### src/rtl/rv_ctrl_pkg.sv
// Shared types and encodings for the multi-cycle RV32I control sequencer.
// Covers the reduced instruction set addi, lw, sw and bne.
package rv_ctrl_pkg;

    typedef enum logic [3:0] {
        FETCH    = 4'd0,
        DECODE   = 4'd1,
        EXEC_I   = 4'd2,
        WB_ALU   = 4'd3,
        MEM_ADDR = 4'd4,
        MEM_RD   = 4'd5,
        WB_MEM   = 4'd6,
        MEM_WR   = 4'd7,
        BRANCH   = 4'd8,
        HALT     = 4'd9
    } ctrl_state_t;

    localparam logic [6:0] OP_LOAD   = 7'b0000011;
    localparam logic [6:0] OP_STORE  = 7'b0100011;
    localparam logic [6:0] OP_IMM    = 7'b0010011;
    localparam logic [6:0] OP_BRANCH = 7'b1100011;

    localparam logic [2:0] F3_ADDI = 3'b000;
    localparam logic [2:0] F3_BNE  = 3'b001;

    // Every supported instruction needs only an add from the ALU.
    localparam logic [2:0] ALU_ADD = 3'b000;

endpackage

### src/rtl/ctrl_decode.sv
// Combinational instruction classifier for the control sequencer.
// Only the opcode and funct3 fields are needed to pick the next state.
module ctrl_decode
    import rv_ctrl_pkg::*;
(
    input  logic [31:0] instr,
    output logic        is_lw,
    output logic        is_sw,
    output logic        is_addi,
    output logic        is_bne,
    output logic        illegal
);

    logic [6:0] opcode;
    logic [2:0] funct3;
    logic       unused_instr_fields;

    assign opcode = instr[6:0];
    assign funct3 = instr[14:12];

    // Register and immediate fields belong to the datapath, not to control.
    assign unused_instr_fields = ^{instr[31:15], instr[11:7]};

    // Classify the instruction; anything outside the supported set is illegal.
    always_comb begin
        // NOTE: every output gets a default first so no path can infer a latch.
        is_lw   = 1'b0;
        is_sw   = 1'b0;
        is_addi = 1'b0;
        is_bne  = 1'b0;
        case (opcode)
            OP_LOAD:   is_lw   = 1'b1;
            OP_STORE:  is_sw   = 1'b1;
            OP_IMM:    is_addi = (funct3 == F3_ADDI);
            OP_BRANCH: is_bne  = (funct3 == F3_BNE);
            default:   ;
        endcase
        illegal = !(is_lw || is_sw || is_addi || is_bne);
    end

endmodule

### src/rtl/multicycle_ctrl_fsm.sv
// Multi-cycle control sequencer for the reduced RV32I core.
// Fetch and load/store share one memory port through a MemReq/mem_ready
// handshake; an optional wait timeout sets the sticky mem_err flag.
// Build option: define CTRL_ILLEGAL_HALT_EN to park in HALT on an illegal
// opcode; otherwise an illegal opcode behaves as a non-retiring NOP.
module multicycle_ctrl_fsm
    import rv_ctrl_pkg::*;
#(
    parameter int CNT_WIDTH   = 32,
    parameter int MEM_TIMEOUT = 0
) (
    input  logic                 clk,
    input  logic                 rst_n,
    input  logic [31:0]          instr,
    input  logic                 EQ,
    input  logic                 mem_ready,
    output logic                 MemReq,
    output logic                 AdrSrc,
    output logic                 MemWrite,
    output logic                 IRWrite,
    output logic                 PCWrite,
    output logic                 PCsrc,
    output logic                 RegWrite,
    output logic [2:0]           ALUctrl,
    output logic                 ALUsrc,
    output logic                 ImmSrc,
    output logic                 ResultSrc,
    output logic [CNT_WIDTH-1:0] instret,
    output logic                 mem_err
);

    localparam int TW = (MEM_TIMEOUT > 1) ? $clog2(MEM_TIMEOUT) : 1;
    localparam logic [TW-1:0] WAIT_LAST = (MEM_TIMEOUT > 0) ? TW'(MEM_TIMEOUT - 1) : '0;

    ctrl_state_t   state;
    ctrl_state_t   state_next;
    logic [TW-1:0] wait_cnt;
    logic          mem_wait;
    logic          timeout_hit;
    logic          retire;
    logic          is_lw;
    logic          is_sw;
    logic          is_addi;
    logic          is_bne;
    logic          illegal;

    ctrl_decode u_decode (
        .instr   (instr),
        .is_lw   (is_lw),
        .is_sw   (is_sw),
        .is_addi (is_addi),
        .is_bne  (is_bne),
        .illegal (illegal)
    );

    // The timeout fires on the last allowed wait cycle unless memory answers then.
    assign mem_wait    = (state == FETCH) || (state == MEM_RD) || (state == MEM_WR);
    assign timeout_hit = (MEM_TIMEOUT > 0) && mem_wait && !mem_ready && (wait_cnt == WAIT_LAST);

    // State register.
    always_ff @(posedge clk or negedge rst_n) begin
        // NOTE: sequential state uses non-blocking assignments so all flops update together.
        if (!rst_n) state <= FETCH;
        else        state <= state_next;
    end

    // Next-state and Moore outputs; PCWrite in BRANCH and the fetch writes follow inputs.
    always_comb begin
        state_next = state;
        MemReq     = 1'b0;
        AdrSrc     = 1'b0;
        MemWrite   = 1'b0;
        IRWrite    = 1'b0;
        PCWrite    = 1'b0;
        PCsrc      = 1'b0;
        RegWrite   = 1'b0;
        ALUctrl    = ALU_ADD;
        ALUsrc     = 1'b0;
        ImmSrc     = 1'b0;
        ResultSrc  = 1'b0;
        retire     = 1'b0;
        case (state)
            FETCH: begin
                MemReq = 1'b1;
                if (mem_ready) begin
                    IRWrite    = 1'b1;
                    PCWrite    = 1'b1;
                    state_next = DECODE;
                end
            end
            DECODE: begin
                if (is_lw || is_sw)  state_next = MEM_ADDR;
                else if (is_addi)    state_next = EXEC_I;
                else if (is_bne)     state_next = BRANCH;
                else if (illegal) begin
`ifdef CTRL_ILLEGAL_HALT_EN
                    state_next = HALT;
`else
                    state_next = FETCH;
`endif
                end
            end
            EXEC_I: begin
                ALUsrc     = 1'b1;
                state_next = WB_ALU;
            end
            WB_ALU: begin
                RegWrite   = 1'b1;
                retire     = 1'b1;
                state_next = FETCH;
            end
            MEM_ADDR: begin
                ALUsrc     = 1'b1;
                state_next = is_lw ? MEM_RD : MEM_WR;
            end
            MEM_RD: begin
                MemReq = 1'b1;
                AdrSrc = 1'b1;
                if (mem_ready)        state_next = WB_MEM;
                else if (timeout_hit) state_next = FETCH;
            end
            WB_MEM: begin
                RegWrite   = 1'b1;
                ResultSrc  = 1'b1;
                retire     = 1'b1;
                state_next = FETCH;
            end
            MEM_WR: begin
                MemReq   = 1'b1;
                AdrSrc   = 1'b1;
                MemWrite = 1'b1;
                if (mem_ready) begin
                    retire     = 1'b1;
                    state_next = FETCH;
                end else if (timeout_hit) begin
                    state_next = FETCH;
                end
            end
            BRANCH: begin
                ImmSrc     = 1'b1;
                PCsrc      = 1'b1;
                PCWrite    = !EQ;
                retire     = 1'b1;
                state_next = FETCH;
            end
            HALT:    state_next = HALT;
            default: state_next = FETCH;
        endcase
    end

    // Memory wait counter; restarts on every state change and after a timeout.
    always_ff @(posedge clk or negedge rst_n) begin
        if (!rst_n)                                               wait_cnt <= '0;
        else if (!mem_wait || timeout_hit || state_next != state) wait_cnt <= '0;
        else                                                      wait_cnt <= wait_cnt + 1'b1;
    end

    // Sticky memory timeout flag.
    always_ff @(posedge clk or negedge rst_n) begin
        if (!rst_n)           mem_err <= 1'b0;
        else if (timeout_hit) mem_err <= 1'b1;
    end

    // Retired instruction counter, wrapping naturally at all-ones.
    always_ff @(posedge clk or negedge rst_n) begin
        if (!rst_n)      instret <= '0;
        else if (retire) instret <= instret + 1'b1;
    end

endmodule
### config.mk
export PLATFORM = sky130hd
export DESIGN_NAME = multicycle_ctrl_fsm
export DESIGN_NICKNAME = d
export VERILOG_FILES = /design/src/rtl/rv_ctrl_pkg.sv /design/src/rtl/ctrl_decode.sv /design/src/rtl/multicycle_ctrl_fsm.sv
export SDC_FILE = /design/constraint.sdc
export NUM_CORES = 1
export LEC_CHECK = 0
export ABC_AREA = 1
export CORE_MARGIN = 4
export CORE_UTILIZATION = 35
export DETAILED_ROUTE_END_ITERATION = 8
export GPL_ROUTABILITY_DRIVEN = 0
export SLEW_MARGIN = 20
export SYNTH_ARGS = -nofsm -noshare
export SYNTH_HDL_FRONTEND = slang
export SYNTH_SLANG_ARGS = --single-unit
### constraint.sdc
create_clock -name clk -period 1.97 [get_ports clk]
set_clock_uncertainty 0.05 [all_clocks]
set_input_delay 0.4925 -clock clk [delete_from_list [all_inputs] [get_ports clk]]
set_output_delay 0.4925 -clock clk [all_outputs]
set_load 0.01 [all_outputs]
==> impl_metrics.env <==
export IMPL_status="finished, final reports clean"
export IMPL_synth_area_leaders="dfrtp_1 (35%), nand2_1 (24%), nor2_1 (8.4%)"
export IMPL_antenna_found_initial=0
export IMPL_irDropWorstVdd_mv=0.4861
export IMPL_synth_cell_types=28
export IMPL_firstDrtPassIters=4
export IMPL_grt_max_degree=39
export IMPL_postSynthAreaPerCell_um2=6.365
export IMPL_layout_common_cells="nand2_1 (161), nor2_1 (55), clkdlybuf4s50_1 (44)"
export IMPL_dr_total_vias=2629
export IMPL_clock_latency_ns=0.30
export IMPL_critPathLaunchType="register"
export IMPL_cts_buffers_inserted=5
export IMPL_fin_nets=511
export IMPL_die_width_um=93.40
export IMPL_worstPathRequired_ns=1.43
export IMPL_report_final_hold_viol_count=0
export IMPL_critPathLaunch="state[3]"
export IMPL_syn2layout_area_growth_pct=33.38
export IMPL_wl_per_cell_um=12.14
export IMPL_p_int_mw=1.616
export IMPL_utilization_pct=49.03
export IMPL_max_freq_ghz=0.5265
export IMPL_slew_violations=0
export IMPL_core_area_um2=6944
export IMPL_place_port_buffers=55
export IMPL_cts_tree="yes"
export IMPL_syn_area_um2=2552
export IMPL_drc_errors=0
export IMPL_drive_gt1_share_pct=11.16
export IMPL_cts_clk_slew_worst_paths_ns=0.08
export IMPL_met2_length_mm=3.105
export IMPL_viasPerCell=4.604
export IMPL_dp_cells=561
export IMPL_grtUsageTotal_pct=17.33
export IMPL_ys_ff_latch=36
export IMPL_p_per_area_nw_per_um2=738.8
export IMPL_die_h_um=93.40
export IMPL_start_util_pct=36.76
export IMPL_cts_htree_levels=2
export IMPL_die_area_um2=8723
export IMPL_cts_sinks=36
export IMPL_period_needed_ns=1.900
export IMPL_crit_path_max_fanout=5
export IMPL_finalWirelength_mm=6.934
export IMPL_switchingPower_mw=0.8997
export IMPL_rsz0062_at_grt="yes"
export IMPL_post_dp_cell_area_um2=3294
export IMPL_routed_top_layer="met4"
export IMPL_finalInstanceArea_um2=3405
export IMPL_power_frac_comb_pct=38.1
export IMPL_grt_ovfl_total=0
export IMPL_final_cells=571
export IMPL_layout_commonest_cell="nand2_1"
export IMPL_cp_arrival_ns=1.36
export IMPL_ys_warn_count=0
export IMPL_fin_crit_sh_pct=96.42
export IMPL_grt_first_pass_wirelength_mm=11.96
export IMPL_p_sw_share_pct=35.77
export IMPL_r2r_start="instret[0]"
export IMPL_first_iter_violations=138
export IMPL_netlist_area_leader_share_pct=35.29
export IMPL_cts_path_max_buffers=2
export IMPL_synthCells=401
export IMPL_hp_class="in2async"
export IMPL_finalSetupViolations=0
export IMPL_path_class="reg2out"
export IMPL_num_rows=30
export IMPL_antenna_cells=0
export IMPL_ios=82
export IMPL_wl_met3_um=371
export IMPL_antenna_left=0
export IMPL_post_dp_hpwl_mm=5.417
export IMPL_p_seq_share_pct=35.7
export IMPL_yosysSeqAreaShare_pct=35.29
export IMPL_maxCapViolations=0
export IMPL_leakagePower_nw=1.543
export IMPL_cts_root_buf="clkbuf_8"
export IMPL_pwr_share_clk_pct=26.1
export IMPL_synth_largest_area_cell="dfrtp_1"
export IMPL_grt_pass1_vias=2525
export IMPL_wl_met1_mm=3.378
export IMPL_end_kind="output pin"
## metrics by stage
step / setup WS, ns / hold slack [ns] / total power, mW / setup TNS, ns
after floorplan: 0.3024 / 0.1469 / 1.429 / 0
after global placement: -0.3101 / 0.4035 / 1.843 / -0.6512
after detailed placement: -0.3368 / 0.4015 / 1.857 / -0.7304
after CTS: 0.00008105 / 0.07931 / 2.561 / 0
after global routing: -0.01623 / 0.09890 / 2.706 / -0.01623
final: 0.07049 / 0.06518 / 2.515 / 0
## routing by layer
| layer | up-vias | global-route usage [%] |
|---|---|---|
| met5 | - | 0 |
| met4 | 0 | 6.227 |
| met3 | 6 | 4.344 |
| met2 | 61 | 26.68 |
| met1 | 1181 | 23.48 |
| li1 | 1381 | - |
## sequential cells by signal, indices dropped and copies added, names as in the netlist
signal   flops
state        4
instret     32
## Yosys cell counts
cell type,n
or2_1,9
xor2_1,8
nor3_1,6
nand2_1,162
buf_4,9
nand4_4,1
nor2b_1,1
nand3b_1,5
conb_1,1
o21ai_0,8
nor2_2,3
inv_2,1
ha_1,1
o21a_1,1
nand4_1,14
nor3b_1,1
nand3_2,1
dfrtp_1,36
and3_1,1
a31o_2,1
nor2_1,57
nand3_1,23
a21oi_1,1
buf_2,1
buf_6,2
o22ai_1,1
nand2_2,3
inv_1,43
## path summary, 6_finish.rpt
| kind | cells after the start | slack (ns) | end |
|---|---|---|---|
| min reg2reg | 1 | 0.49 | instret[0] |
| min | 1 | 0.07 | instret[4] |
| min in group clk | 1 | 0.49 | instret[0] |
| max in group asynchronous | 2 | 1.34 | state[0] |
| max | 4 | 0.07 | MemWrite |
| max reg2reg | 10 | 0.25 | instret[30] |
## cell type report
| cell class | instances | area (µm²) |
|---|---|---|
| repair buffers | 75 | 678.2 |
| clock buffers | 6 | 72.57 |
| multi-input cells | 312 | 1430 |
| fillers | 721 | 3540 |
| flip-flops and latches | 36 | 903.4 |
| clock inverters | 2 | 35.03 |
| inverters | 44 | 165.2 |
| well taps | 96 | 120.1 |
## power groups by stage
stage	registers [mW]	logic, mW	clock network, mW
finish	0.899	0.959	0.658
global route	0.918	1.08	0.705
CTS	0.900	0.979	0.682
detailed placement	0.910	0.948	0
global placement	0.905	0.938	0
floorplan	0.915	0.514	0
## worst max-delay path, stage by stage, from the launching register on
cell and delay [ns]:
dfrtp_2 0.46, inv_2 0.07, nand2_2 0.09, nor2_2 0.15, dlygate4sd2_1 0.29
## what timing repair did
item,4_1_cts,5_1_grt
setup buffers,2,0
hold buffers,0,0
resized for setup,26,13
endpoints found under the setup margin,10,8
pin swaps,1,0
## logic make-up (layout without fill, tap and decap cells)
kind of cell	after synthesis	count (layout)	share of synthesized area, %
flip-flops	36	36	35.29
buffers and inverters	56	127	10.20
XOR/XNOR	8	8	2.745
other	1	4	0.1469
adder cells (fa/ha/maj)	1	1	0.4901
AO/OA/AOI/OAI	12	12	2.647
AND/OR/NAND/NOR	287	287	48.48
Power figures use the tool's default switching activity.
